## config.mk

```make
export PLATFORM = sky130hd
export DESIGN_NAME = y86_fetch_sequencer_flat
export DESIGN_NICKNAME = d
export VERILOG_FILES = /design/src/rtl/y86_fetch_sequencer_if.sv /design/src/rtl/y86_fetch_sequencer.sv /design/src/flat_wrapper.sv
export SDC_FILE = /design/constraint.sdc
export NUM_CORES = 1
export LEC_CHECK = 0
export ABC_AREA = 1
export CELL_PAD_IN_SITES_DETAIL_PLACEMENT = 2
export CELL_PAD_IN_SITES_GLOBAL_PLACEMENT = 2
export CORE_MARGIN = 1.5
export CORE_UTILIZATION = 29
export CTS_BUF_LIST = sky130_fd_sc_hd__clkbuf_16
export DETAILED_ROUTE_END_ITERATION = 10
export GPL_TIMING_DRIVEN = 0
export PLACE_DENSITY_LB_ADDON = 0.1
export RECOVER_POWER = 25
export SYNTH_ARGS = -nofsm -noshare
export SYNTH_HDL_FRONTEND = slang
export SYNTH_SLANG_ARGS = --single-unit
export TNS_END_PERCENT = 10
```

## constraint.sdc

```tcl
create_clock -name clk -period 4.63 [get_ports clk]
set_input_delay 0.6945 -clock clk [delete_from_list [all_inputs] [get_ports clk]]
set_output_delay 0.6945 -clock clk [all_outputs]
set_load 0.02 [all_outputs]
```

## src/rtl/y86_fetch_sequencer_if.sv

```systemverilog
// Instruction-memory bus, PC redirect and decode-side
// instruction handshake of the Y86-64 fetch sequencer.
interface y86_fetch_sequencer_if #(
  parameter int ADDR_W = 10
);
  logic              imem_req;
  logic [ADDR_W-1:0] imem_addr;
  logic              imem_ack;
  logic [7:0]        imem_rdata;
  logic              pc_load;
  logic [63:0]       pc_new;
  logic              ins_valid;
  logic              ins_ready;
  logic [3:0]        icode;
  logic [3:0]        ifun;
  logic [3:0]        rA;
  logic [3:0]        rB;
  logic [63:0]       valC;
  logic [63:0]       valP;
  logic [2:0]        stat;
  logic [63:0]       pc;

  modport master (
    output imem_req, imem_addr,
    input  imem_ack, imem_rdata,
    input  pc_load, pc_new,
    output ins_valid,
    input  ins_ready,
    output icode, ifun, rA, rB,
    output valC, valP, stat, pc
  );

  modport slave (
    input  imem_req, imem_addr,
    output imem_ack, imem_rdata,
    output pc_load, pc_new,
    input  ins_valid,
    output ins_ready,
    input  icode, ifun, rA, rB,
    input  valC, valP, stat, pc
  );
endinterface

```

## src/rtl/y86_fetch_sequencer.sv

```systemverilog
// Byte-serial Y86-64 fetch: walks instruction memory one byte
// at a time and presents a decoded instruction to decode.
module y86_fetch_sequencer #(
  parameter int          ADDR_W    = 10,
  parameter int          IMEM_SIZE = 1024,
  parameter logic [63:0] RESET_PC  = 64'd0
) (
  input logic clk,
  input logic rst_n,
  y86_fetch_sequencer_if.master bus
);

  typedef enum logic [2:0] {
    F_OP, F_REG, F_C, OUT, STOP, DRAIN
  } state_t;

  localparam logic [2:0] S_AOK = 3'd1;
  localparam logic [2:0] S_HLT = 3'd2;
  localparam logic [2:0] S_ADR = 3'd3;
  localparam logic [2:0] S_INS = 3'd4;
  localparam logic [63:0] MEM_END = 64'(IMEM_SIZE);

  function automatic logic [3:0] len_of(
    input logic [3:0] ic
  );
    logic [3:0] n;
    n = 4'd1;
    case (ic)
      4'h2, 4'h6, 4'hA, 4'hB: n = 4'd2;
      4'h7, 4'h8:             n = 4'd9;
      4'h3, 4'h4, 4'h5:       n = 4'd10;
      default:                n = 4'd1;
    endcase
    return n;
  endfunction

  function automatic logic legal(
    input logic [3:0] ic,
    input logic [3:0] fn
  );
    logic ok;
    ok = 1'b0;
    unique case (1'b1)
      (ic > 4'hB):              ok = 1'b0;
      (ic == 4'h2 || ic == 4'h7): ok = (fn <= 4'd6);
      (ic == 4'h6):             ok = (fn <= 4'd3);
      default:                  ok = (fn == 4'd0);
    endcase
    return ok;
  endfunction

  state_t            state_q, state_d;
  logic [63:0]       pc_q, pc_d;
  logic [3:0]        icode_q, icode_d;
  logic [3:0]        ifun_q, ifun_d;
  logic [3:0]        ra_q, ra_d;
  logic [3:0]        rb_q, rb_d;
  logic [63:0]       valc_q, valc_d;
  logic [63:0]       valp_q, valp_d;
  logic [2:0]        stat_q, stat_d;
  logic [2:0]        k_q, k_d;
  logic [ADDR_W-1:0] drain_q, drain_d;
  logic              live_q;

  logic        req;
  logic        hit;
  logic [63:0] addr;
  logic [63:0] cbase;
  logic [3:0]  op_ic;
  logic [3:0]  op_fn;
  logic [3:0]  op_len;

  always_comb begin
    state_d = state_q;
    pc_d    = pc_q;
    icode_d = icode_q;
    ifun_d  = ifun_q;
    ra_d    = ra_q;
    rb_d    = rb_q;
    valc_d  = valc_q;
    valp_d  = valp_q;
    stat_d  = stat_q;
    k_d     = k_q;
    drain_d = drain_q;
    req     = 1'b0;
    addr    = pc_q;
    op_ic   = bus.imem_rdata[7:4];
    op_fn   = bus.imem_rdata[3:0];
    op_len  = len_of(op_ic);
    cbase   = (icode_q == 4'h7 || icode_q == 4'h8)
            ? 64'd1 : 64'd2;

    case (state_q)
      F_OP: begin
        if (pc_q >= MEM_END) begin
          icode_d = 4'h0;
          ifun_d  = 4'h0;
          ra_d    = 4'hF;
          rb_d    = 4'hF;
          valc_d  = 64'd0;
          valp_d  = pc_q;
          stat_d  = S_ADR;
          state_d = OUT;
        end else begin
          req = live_q;
        end
      end
      F_REG: begin
        req  = 1'b1;
        addr = pc_q + 64'd1;
      end
      F_C: begin
        req  = 1'b1;
        addr = pc_q + cbase + 64'(k_q);
      end
      DRAIN: begin
        req  = 1'b1;
        addr = 64'(drain_q);
      end
      OUT: begin
        if (bus.ins_ready) begin
          pc_d    = valp_q;
          state_d = (stat_q == S_AOK) ? F_OP : STOP;
        end
      end
      default: ;
    endcase

    hit = req && bus.imem_ack;

    if (hit) begin
      case (state_q)
        F_OP: begin
          icode_d = op_ic;
          ifun_d  = op_fn;
          ra_d    = 4'hF;
          rb_d    = 4'hF;
          valc_d  = 64'd0;
          valp_d  = pc_q + 64'(op_len);
          stat_d  = S_AOK;
          k_d     = 3'd0;
          if (!legal(op_ic, op_fn)) begin
            stat_d  = S_INS;
            state_d = OUT;
          end else if (op_len == 4'd1) begin
            if (op_ic == 4'h0) stat_d = S_HLT;
            state_d = OUT;
          end else if (pc_q + 64'(op_len) - 64'd1
                       >= MEM_END) begin
            stat_d  = S_ADR;
            state_d = OUT;
          end else if (op_ic == 4'h7 || op_ic == 4'h8) begin
            state_d = F_C;
          end else begin
            state_d = F_REG;
          end
        end
        F_REG: begin
          ra_d = bus.imem_rdata[7:4];
          rb_d = bus.imem_rdata[3:0];
          if (icode_q inside {4'h3, 4'h4, 4'h5})
            state_d = F_C;
          else
            state_d = OUT;
        end
        F_C: begin
          valc_d[{k_q, 3'b000} +: 8] = bus.imem_rdata;
          k_d = k_q + 3'd1;
          if (k_q == 3'd7) state_d = OUT;
        end
        DRAIN: state_d = F_OP;
        default: ;
      endcase
    end

    // A redirect must not orphan a live bus request: drain it first
    if (bus.pc_load) begin
      pc_d = bus.pc_new;
      if (req && !bus.imem_ack) begin
        state_d = DRAIN;
        drain_d = addr[ADDR_W-1:0];
      end else begin
        state_d = F_OP;
      end
    end
  end

  always_ff @(posedge clk or negedge rst_n) begin
    if (!rst_n) begin
      state_q <= F_OP;
      pc_q    <= RESET_PC;
      icode_q <= 4'h0;
      ifun_q  <= 4'h0;
      ra_q    <= 4'hF;
      rb_q    <= 4'hF;
      valc_q  <= 64'd0;
      valp_q  <= 64'd0;
      stat_q  <= S_AOK;
      k_q     <= 3'd0;
      drain_q <= '0;
      live_q  <= 1'b0;
    end else begin
      state_q <= state_d;
      pc_q    <= pc_d;
      icode_q <= icode_d;
      ifun_q  <= ifun_d;
      ra_q    <= ra_d;
      rb_q    <= rb_d;
      valc_q  <= valc_d;
      valp_q  <= valp_d;
      stat_q  <= stat_d;
      k_q     <= k_d;
      drain_q <= drain_d;
      live_q  <= 1'b1;
    end
  end

  assign bus.imem_req  = req;
  assign bus.imem_addr = addr[ADDR_W-1:0];
  assign bus.ins_valid = (state_q == OUT);
  assign bus.icode     = icode_q;
  assign bus.ifun      = ifun_q;
  assign bus.rA        = ra_q;
  assign bus.rB        = rb_q;
  assign bus.valC      = valc_q;
  assign bus.valP      = valp_q;
  assign bus.stat      = stat_q;
  assign bus.pc        = pc_q;

endmodule
```

## src/flat_wrapper.sv

```systemverilog
// flat-port wrapper written by rule: the top's interface ports become plain ports
module y86_fetch_sequencer_flat 
#(
  parameter int          ADDR_W    = 10,
  parameter int          IMEM_SIZE = 1024,
  parameter logic [63:0] RESET_PC  = 64'd0
)
  (clk, rst_n, bus_imem_req, bus_imem_addr, bus_imem_ack, bus_imem_rdata, bus_pc_load, bus_pc_new, bus_ins_valid, bus_ins_ready, bus_icode, bus_ifun, bus_rA, bus_rB, bus_valC, bus_valP, bus_stat, bus_pc);
  y86_fetch_sequencer_if #(.ADDR_W(ADDR_W)) bus_i ();
  input logic clk;
  input logic rst_n;
  output wire logic [$bits(bus_i.imem_req)-1:0] bus_imem_req;
  output wire logic [$bits(bus_i.imem_addr)-1:0] bus_imem_addr;
  input wire logic [$bits(bus_i.imem_ack)-1:0] bus_imem_ack;
  input wire logic [$bits(bus_i.imem_rdata)-1:0] bus_imem_rdata;
  input wire logic [$bits(bus_i.pc_load)-1:0] bus_pc_load;
  input wire logic [$bits(bus_i.pc_new)-1:0] bus_pc_new;
  output wire logic [$bits(bus_i.ins_valid)-1:0] bus_ins_valid;
  input wire logic [$bits(bus_i.ins_ready)-1:0] bus_ins_ready;
  output wire logic [$bits(bus_i.icode)-1:0] bus_icode;
  output wire logic [$bits(bus_i.ifun)-1:0] bus_ifun;
  output wire logic [$bits(bus_i.rA)-1:0] bus_rA;
  output wire logic [$bits(bus_i.rB)-1:0] bus_rB;
  output wire logic [$bits(bus_i.valC)-1:0] bus_valC;
  output wire logic [$bits(bus_i.valP)-1:0] bus_valP;
  output wire logic [$bits(bus_i.stat)-1:0] bus_stat;
  output wire logic [$bits(bus_i.pc)-1:0] bus_pc;
  assign bus_imem_req = bus_i.imem_req;
  assign bus_imem_addr = bus_i.imem_addr;
  assign bus_i.imem_ack = bus_imem_ack;
  assign bus_i.imem_rdata = bus_imem_rdata;
  assign bus_i.pc_load = bus_pc_load;
  assign bus_i.pc_new = bus_pc_new;
  assign bus_ins_valid = bus_i.ins_valid;
  assign bus_i.ins_ready = bus_ins_ready;
  assign bus_icode = bus_i.icode;
  assign bus_ifun = bus_i.ifun;
  assign bus_rA = bus_i.rA;
  assign bus_rB = bus_i.rB;
  assign bus_valC = bus_i.valC;
  assign bus_valP = bus_i.valP;
  assign bus_stat = bus_i.stat;
  assign bus_pc = bus_i.pc;
  y86_fetch_sequencer #(.ADDR_W(ADDR_W), .IMEM_SIZE(IMEM_SIZE), .RESET_PC(RESET_PC)) u_core (.clk(clk), .rst_n(rst_n), .bus(bus_i));
endmodule
```

* Word level (Yosys, flattened, before mapping)
Memory sizes are Yosys's and may differ from the RTL's.
Cells that the tools add are included.
** Cells by class
- $add $sub $neg :: 7
- Shift-type cells :: 2
- Magnitude comparators :: 5
- Multiplexer cells :: 58
- Reductions and logical operators :: 17
- Equal/unequal tests :: 16
** Operators by type and width (count)
- $mux 64 :: 10
- $ge 64x11->1 const B :: 2
- $pmux 64 s2 :: 1
- $add 64x4->64 :: 1
- $bwmux 64 :: 1
- $shift 8x8->64 const A :: 1
- $shiftx 8x8->64 :: 1
- $sub 64x1->64 const B :: 1
- $mux 4 :: 14
- $mux 3 :: 16
- $pmux 10 s3 :: 1
- $eq 4x3->1 const B :: 5
- $pmux 4 s2 :: 2
- $pmux 3 s2 :: 2
- $pmux 3 s4 :: 1
- $add 10x1->10 const B :: 1
- $add 10x10->10 :: 1
- $add 10x3->10 :: 1
- $eq 4x2->1 const B :: 2
- $eq 4x4->1 const B :: 2
- $logic_not 4->1 :: 2
- $mux 2 :: 4
- $neg 6->8 :: 1
- $eq 3x1->1 const B :: 2
- other kinds (18) :: 30
** Word-level totals
- Memories kept :: 1
- Logic and storage cells :: 118
- Output and inout port bits :: 223
- Register bits after elaboration :: 228
- Input bits :: 77
- Bits in read-only memories :: 48
** Memory list
- (no name shown) :: words 16, width 3, rd ports 1, clocked after memory_dff 0, write ports 0, line y86_fetch_sequencer.sv:28 : case (ic)

* Depth between registers and ports, before layout
Gate-level depths: netlist of run 1.
An unclocked memory read counts as a cell.
- Word-level depth :: 10
- Mapped depth :: 33
- Depth with buffers taken out :: 33

* Least setup slack after synthesis of run 1
No wires, ideal clock.
- Path type :: input-to-reg
- Start :: input port bus_imem_rdata[5]
- End :: register u_core.state_q[0]
- Setup slack :: 0.676 ns
- Data required time :: 4.510 ns
- Buffers on the path :: 0
- Library setup time :: 0.120 ns
- Data arrival time :: 3.834 ns
- Cell stages on the path :: 32
- Cells stage by stage :: inv_1 > nor2_1 > a21oi_1 > ha_1 > inv_1 > fa_1 > inv_1 > nand3_2 > nand2_2 > nand2_1 > nor2_4 > nand2_1 > nand2_1 > nand2_1 > inv_1 > nand2_1 > nor2_1 > nand3_1 > nor2_2 > nand2_1 > nor2_2 > nand2_1 > nand2_1 > nand2_1 > nor2_1 > nand2_1 > nor2_2 > nand3_1 > nand2_1 > nand2_1 > nand2_1 > nand2_1
** On the way
- Word-level cells in the longest chain between the ends :: 10
- Elaborated cells between the ends (all ways) :: 22
- Classes of those cells :: add/sub (2); order compare (2); eq/ne (5); mux (10); reduce/logical (2); memory (1)
** RTL lines
- start: declaration :: line flat_wrapper.sv:15 : input wire logic [$bits(bus_i.imem_rdata)-1:0] bus_imem_rdata;
- $mem_v2 16x3
- $add 64x4->64 :: line y86_fetch_sequencer.sv:148 : end else if (pc_q + 64'(op_len) - 64'd1
- $sub 64x1->64 :: line y86_fetch_sequencer.sv:148
- $ge 64x11->1 :: line y86_fetch_sequencer.sv:149 : >= MEM_END) begin
- $mux 3 :: line y86_fetch_sequencer.sv:148
- $mux 3 :: line y86_fetch_sequencer.sv:145 : end else if (op_len == 4'd1) begin
- $mux 3 * :: line y86_fetch_sequencer.sv:142 : if (!legal(op_ic, op_fn)) begin
- $pmux 3 s4 * :: line y86_fetch_sequencer.sv:132 : case (state_q)
- $mux 3 * :: line y86_fetch_sequencer.sv:131 : if (hit) begin
- $mux 3 * :: line y86_fetch_sequencer.sv:177 : if (bus.pc_load) begin
- named net u_core.state_d[0] :: line y86_fetch_sequencer.sv:52 : state_t state_q, state_d;
- end signal: assignment :: line y86_fetch_sequencer.sv:203 : state_q <= state_d;
- end: declaration :: line y86_fetch_sequencer.sv:52
The timed path passes the listed nets; every way through them passes the cells marked *. The select of a mux whose other input is x is not followed.
A chain may end at the register's enable or synchronous reset.

==> results.md, run 1 <==
- Number of storage elements in the synthesis netlist: approximately 230
- Power density normalized to cell area: between 500 and 600 nW/um2
- Worst Tran Pin Value: between 3000 and 4000 ps
- Setup repair after global routing missed its margin: yes
- Area post-placement: just over 20,000 um2
- Critical Path AT: just under 4000 ps
- Die Footprint: ~57,000 um2
- Router iterations before antenna repair: 7
- Total core area: between 50,000 and 60,000 um2
- CTS root buffer: clkbuf_16
- Sort of element at the end of the critical path: primary output
- Stages on the worst setup path: 17
- Clk slew on worst S/H paths: about 60 ps
- Clock sink count: 228
- Global placer's final weighted congestion: between 0.9 and 1
- CTS tree: built
- Proportion of synthesized chip area in sequential cells: between 30% and 40%
- Num CTS Buffers: 29
- Detailed Route Iter0 Violations: 1,123
- Class of the worst hold path: reg2reg
- CP peak stage delay: about 450 ps
- Clk_lat worst skew: 600 ps
- Combined area of all synthesized cells: around 16,000 um2
- Max Cap Viol: 1
- Count of fill cells added during filler insertion: roughly 6,600
- Share of cells above drive strength 1: 8.67%
- Area fraction in compound gates after synthesis: around 14%
- Longest Clk Path Bufs: 3
- Final Routed Wirelength: 91.2 mm
- I/O pins: 300
- Total routing resource utilization after global routing: 31.7%
- Leak pwr: 9.34 nW
- Final hold vios: 0
- Post-Synth Simple-Gate Area: 39.6%
- Proportion of register bits with asynchronous set or reset after synthesis: between 90% and 100%
- Critical path buffers and inverters: 4
- Worst hold path stage count: 2
- Element type at the critical path start: register
- Maximum number of pins on one net before global-route repair: ~120
- Cell class contributing the biggest share of worst-path delay: adder cells
- Share of synthesized cell area in full adder, half adder and majority cells: approximately 1.5%
- Gate count after technology mapping: ~2,500
- Final critical-path share of the clock period: ~100%
- Count of synthesis-stage warnings from yosys: 0
- Logic depth of the worst register-to-register path: 25
- Final setup violating endpoints: 0
- HPWL Detailed: roughly 74 mm
- Pins Over Slew Limit: between 100 and 150
- Highest fanout seen on the critical path: 5
- Run status: finished, violations left
- Total global routing overflow: 0
- Leading cell types by count after synthesis: nand2_1, nor2_1, inv_1
- Synthesized area per cell: roughly 6.5 um2
- Total DRC errors in the routed layout: 0
- Number of H-tree levels: 1
- Worst hold slack across all endpoints: 484 ps
- Cell with the most instances after synthesis: nand2_1
- Number of global-route vias before repair: 21,188
- EDFF count, synth: 0
- Antenna violations before repair: 10
- Fin crit period: 4610 ps
- Standard-cell rows: 86
- Final setup skew: around 38 ps
- Tot Pwr: ~11 mW
- Chip height: between 200 and 250 um
- Post-DR wirelength/cell: around 25 um
- Cell Chain, Critical Path: inv_1 > nor3_1 > a31oi_2 > fa_1 > ha_1 > fa_1 > nand2_1 > inv_1 > nor2_4 > nor2_1 > inv_1 > o21ai_0 > o211ai_1 > o21ai_0 > a21oi_1 > o21ai_1 > clkbuf_2
- Slew margin rel.: -104%
- Final antenna-violating net count: 0
- Global-route wire length before repair: roughly 140 mm
- Hold bufs inserted after CTS: 0
- Combinational family with the most area after synthesis: simple AND/OR/NAND/NOR gates
- Die extent in x: approximately 240 um
- FMAX: 217 MHz
- Final net count: between 2,000 and 3,000
- Post-synthesis share of cell area spent on xor and xnor gates: less than 1%
- WS Path Type: reg2out
- Port Buffer Count: ~300
- Post-synth top flop: dfrtp_1
- Mux share of post-synthesis cell area: 0%
- Violations in the final reports: max-capacitance violations, max-slew violations
- Area share of the largest cell type after synthesis: around 34%
- Ratio of routed vias to standard cells: 5.34
- Unique masters post-synth: 51
- Required time of the critical path: approximately 3900 ps
- Worst-case vdd ir drop: ~0.00031 V
- Share of the core filled with cells: around two fifths
- Net count after synthesis: about 2,600
- DR vias: between 15,000 and 20,000
- Initial Util: roughly 29%
- Post-route cell area: ~22,000 um2
- Dominant cells by area after synthesis: dfrtp_1, nand2_1, nor2_1, nand3_1, inv_1
- Cell taking the most area after synthesis: dfrtp_1
- Synth-to-Final Area Change: 32.5%
- Critical-path cell with the highest stage delay: fa_1
- Most frequent cell on the critical path: inv_1
-- cell type report --
type	count	area, um2	area share (%)
Antenna cell	1	2.50	0.0116
Buffer	80	333	1.55
Clock buffer	29	726	3.37
Clock inverter	22	104	0.483
Inverter	305	1150	5.34
Multi-Input combinational cell	1897	9440	43.9
Sequential cell	228	5720	26.6
Tap cell	748	936	4.35
Timing Repair Buffer	311	3120	14.5
-- layer usage --
metal  GRT usage, %  part of all wire (%)  up-vias
met5              0                  0.14        -
met4           10.6                   3.4       18
met3           5.67                   4.8      147
met2           55.8                    50      417
met1           38.6                    42     9872
li1               -                     -     8878
-- flip-flops by register name, summed over array words and instances (netlist names), named ones only --
signal and cells:
u_core.live_q 1, u_core.bus.valP 64, u_core.bus.valC 64, u_core.k_q 3, u_core.bus.rB 4, u_core.bus.pc 64, u_core.state_q 3, u_core.bus.stat 2
u_core.bus.rA 4, u_core.drain_q 10
-- per-stage QoR --
step | worst slack (ps) | instances | TNS, ps
2_1_floorplan | 676 | 2511 | 0
5_1_grt | -176 | 3621 | -549
3_5_place_dp | -1870 | 3559 | -5690
4_1_cts | -232 | 3620 | -289
3_3_place_gp | -7330 | 3558 | -1642330
6_report | 20.6 | 3621 | 0
-- timing repair --
action | 4_1_cts | 5_1_grt
resized for setup | 84 | 37
endpoints found under the setup margin | 22 | 12
pin swaps | 12 | 4
buffers inserted | 11 | 0
-- where the power goes --
part	internal (mW)	switching [mW]	total [mW]	leakage (nW)
clock network	1.13	0.951	2.08	0.426
registers	2.54	0.697	3.24	2.91
logic	1.95	4.06	6.01	6.01
-- logic make-up after synthesis --
kind of cell	count (synthesis)
adder cells (fa/ha/maj)	17
AND/OR/NAND/NOR	1490
other	1
flip-flops	228
XOR/XNOR	6
buffers and inverters	386
AO/OA/AOI/OAI	383
-- final timing paths --
kind	from	endpoint	slack (ps)
min in group asynchronous	rst_n	u_core.bus.valC[13]$_DFF_PN0_	1060
max in group asynchronous	rst_n	asynchronous set/reset pin	1590
hold / removal	u_core.drain_q[5]$_DFFE_PN0P_	u_core.drain_q[5]$_DFFE_PN0P_	480
setup / recovery	register	bus_imem_addr[9]	20
hold reg to reg	u_core.drain_q[5]$_DFFE_PN0P_	u_core.drain_q[5]$_DFFE_PN0P_	480
setup reg to reg	u_core.bus.pc[1]$_DFFE_PN0P_	u_core.state_q[0]$_DFF_PN0_	110
-- worst register-to-register path, cell delays in order, from the launching register on --
cell and delay (ps):
dfrtp_1 600, inv_1 270, fa_2 500, inv_1 120, nand3_2 130, nand2_4 160
nand2_2 160, inv_4 140, nand2_2 120, nand2_1 100, nand2_2 100, nor2_2 180
nand2_2 120, nor2_1 170, nand3_1 170, nor2_2 320, nand4_1 140, nand2_1 130
nand4_1 180, nor2_4 160, buf_12 140, nand3_1 80, nand2_1 60, nand2_1 50
nand2_1 60, nand2_1 50
-- cell usage in the layout (no fill, tap or decap), types with 36 or more instances in the layout --
master,n
dfrtp_1,218
nor2_4,36
nor2_1,284
nand3_1,207
nor2_2,42
nand2_1,764
clkbuf_1,66
inv_1,283
nand4_1,51
o21ai_0,180
o211ai_1,66
a21oi_1,40
nand2_2,38
clkdlybuf4s50_1,288
Power figures use the tool's default switching activity.
==> run 2, diff against run 1 <==
--- a/config.mk
+++ b/config.mk
@@ -12,8 +12,9 @@
 export CORE_UTILIZATION = 29
 export CTS_BUF_LIST = sky130_fd_sc_hd__clkbuf_16
 export DETAILED_ROUTE_END_ITERATION = 10
+export GPL_ROUTABILITY_DRIVEN = 0
 export GPL_TIMING_DRIVEN = 0
-export PLACE_DENSITY_LB_ADDON = 0.1
+export PLACE_DENSITY_LB_ADDON = 0.12
 export RECOVER_POWER = 25
 export SYNTH_ARGS = -nofsm -noshare
 export SYNTH_HDL_FRONTEND = slang
==> run 2 against run 1 <==
The run still ends with max-capacitance violations, max-slew violations left. Largest cell class unchanged. Sequential cell count is the same. Critical endpoint is now u_core.state_q[0]$_DFF_PN0_. Final area increased by 0.20%. Combinational power down 0.8%.
==> results.md, run 2 (same netlist as run 1, synthesis figures left out) <==
- Setup TNS Final: 0 ps (unchanged)
- HPWL Detailed: 73.0 mm (-1.7%)
- Router iterations before antenna repair: 5 (-2)
- Leak pwr: 9.39 nW (+0.52%)
- Total global routing overflow: 0 (unchanged)
- Power density normalized to cell area: 534 nW/um2 (+1.4%)
- Violations in the final reports: max-capacitance violations, max-slew violations
- Longest Clk Path Bufs: 3 (unchanged)
- Antenna violations before repair: 10 (unchanged)
- CTS root buffer: clkbuf_16
- Initial Util: 29.4% (unchanged)
- Worst Tran Pin Value: 3080 ps (+18.5 ps)
- Synth-to-Final Area Change: 32.7%
- WS Path Type: in2reg
- Most frequent cells in the layout: nand2_1, clkdlybuf4s50_1, inv_1, nor2_1, dfrtp_1
- Global-route wire length before repair: 132 mm (-2.3%)
- Final instance count without filler cells: 3,622 (+0.028%)
- Maximum number of pins on one net before global-route repair: 111 (-5.9%)
- Highest fanout seen on the critical path: 7 (+2)
- Final hold vios: 0 (unchanged)
- Pins Over Slew Limit: 51 (-54%)
- Final setup skew: 14.3 ps (-24.0 ps)
- Cells after DPL: 3,560 (+0.028%)
- CP peak stage delay: 390 ps (-60 ps)
- Clock sink count: 228 (unchanged)
- Final critical-path share of the clock period: 99.9% (+0.39 points)
- Most frequent cell on the critical path: nand2_1
- CTS tree: built
- Share of cells above drive strength 1: 8.50% (-0.17 points)
- Number of H-tree levels: 1 (unchanged)
- Final Routed Wirelength: 89.3 mm (-2.1%)
- Worst hold slack across all endpoints: 495 ps (+10.4 ps)
- Port Buffer Count: 299 (unchanged)
- Sort of element at the end of the critical path: register
- Ratio of routed vias to standard cells: 5.35 (+0.29%)
- Final antenna-violating net count: 0 (unchanged)
- Max Cap Viol: 1 (unchanged)
- Run status: finished, violations left
- Hold bufs inserted after CTS: 0 (unchanged)
- Total core area: 55,200 um2 (unchanged)
- Clk slew on worst S/H paths: 60 ps (about the same)
- I/O pins: 300 (unchanged)
- Die extent in x: 240 um (unchanged)
- Critical-path cell with the highest stage delay: clkdlybuf4s15_1
- Final net count: 2,944 (-0.068%)
- Worst-case vdd ir drop: 0.000292 V (-4.9%)
- Number of global-route vias before repair: 20,998 (-0.90%)
- DR vias: 19,394 (+0.32%)
- Die Footprint: 57,400 um2 (unchanged)
- Total DRC errors in the routed layout: 0 (unchanged)
- Standard-cell rows: 86 (unchanged)
- Chip height: 240 um (unchanged)
- Critical Path AT: 5070 ps (+1160 ps)
- Fin crit period: 4630 ps (+18.0 ps)
- Most common cell after layout, fill and taps aside: nand2_1
- Clk_lat worst skew: 560 ps (-40 ps)
- Slew margin rel.: -105% (-1.2 points)
- Required time of the critical path: 5080 ps (+1140 ps)
- Post-DR wirelength/cell: 24.7 um (-2.1%)
- Num CTS Buffers: 29 (unchanged)
- Detailed Route Iter0 Violations: 981 (-13%)
- FMAX: 216 MHz (-0.39%)
- Total routing resource utilization after global routing: 30.8% (-0.84 points)
- Share of the core filled with cells: 39.1% (+0.077 points)
- Element type at the critical path start: primary input
- Class of the worst hold path: reg2reg
- Final setup violating endpoints: 0 (unchanged)
- Setup repair after global routing missed its margin: yes
- Count of fill cells added during filler insertion: 6,668 (+0.79%)
## run 2: cell types whose count changed in the layout (fill, tap and decap cells not counted), sizes merged, moves of 2 or more
cell | previous run | this run
bufinv | 0 | 4
buf | 26 | 23
dlymetal6s2s | 2 | 5
clkinv | 24 | 22
dlygate4sd2 | 5 | 3
## run 2: cell type report
| type | instances | area (um2) | area share, % |
|---|---|---|---|
| clock inverter | 24 | 214 | 0.992 |
| buffer | 80 | 333 | 1.54 |
| clock buffer | 29 | 726 | 3.37 |
| timing repair buffer | 308 | 3110 | 14.4 |
| antenna | 2 | 5.00 | 0.0232 |
| multi-input combinational | 1898 | 9380 | 43.5 |
| tap | 748 | 936 | 4.34 |
| sequential | 228 | 5720 | 26.5 |
| inverter | 305 | 1150 | 5.32 |
## run 2: path summary, 6_finish.rpt
kind / startpoint / to / slack [ps] / depth (start not counted)
worst min register to register: u_core.drain_q[2]$_DFFE_PN0P_ / u_core.drain_q[2]$_DFFE_PN0P_ / 490 / 2
worst max-delay path: bus_imem_rdata[7] / u_core.state_q[0]$_DFF_PN0_ / 3 / 29
worst min-delay path: u_core.drain_q[2]$_DFFE_PN0P_ / u_core.drain_q[2]$_DFFE_PN0P_ / 490 / 2
worst max register to register: u_core.bus.pc[1]$_DFFE_PN0P_ / u_core.state_q[0]$_DFF_PN0_ / 120 / 25
min in group asynchronous: rst_n / u_core.drain_q[1]$_DFFE_PN0P_ / 1150 / 1
max in group asynchronous: rst_n / u_core.bus.pc[49]$_DFFE_PN0P_ / 1040 / 3
## run 2: per-stage QoR
step,area (um2),setup slack [ps],total power [mW]
floorplan,16200,676,6.18
global placement,20200,-7260,8.87
finish,21600,2.67,11.5
detailed placement,20200,-1860,9.09
global route,21600,-173,12.2
CTS,21400,-195,11.5
## run 2: critical path: cells and delay by family
kind            cells  cell delay [ps]
simple gates       22             2910
buf+inv             4              690
fa+ha+maj           2              540
compound gates      1              220
## run 2: power by group
part	leakage, nW	internal, mW	switching [mW]	total [mW]
Clock	0.465	1.35	0.942	2.29
Sequential	2.91	2.54	0.710	3.25
Combinational	6.02	1.94	4.02	5.96
Total	9.39	5.84	5.67	11.5
## run 2: what timing repair did
item | CTS | global route
hold endpoints to repair | 0 | 0
setup endpoints to repair | 11 | 19
pin swaps | 7 | 4
gates cloned | 0 | 1
buffers inserted | 6 | 1
resized for setup | 55 | 51
## run 2: metal layers
layer | vias to the layer above | global-route usage [%] | wire [um]
li1 | 8884 | - | -
met1 | 9929 | 38.2 | 37900
met2 | 435 | 54.2 | 44200
met3 | 128 | 5.46 | 4450
met4 | 18 | 9.15 | 2660
met5 | - | 0 | 119
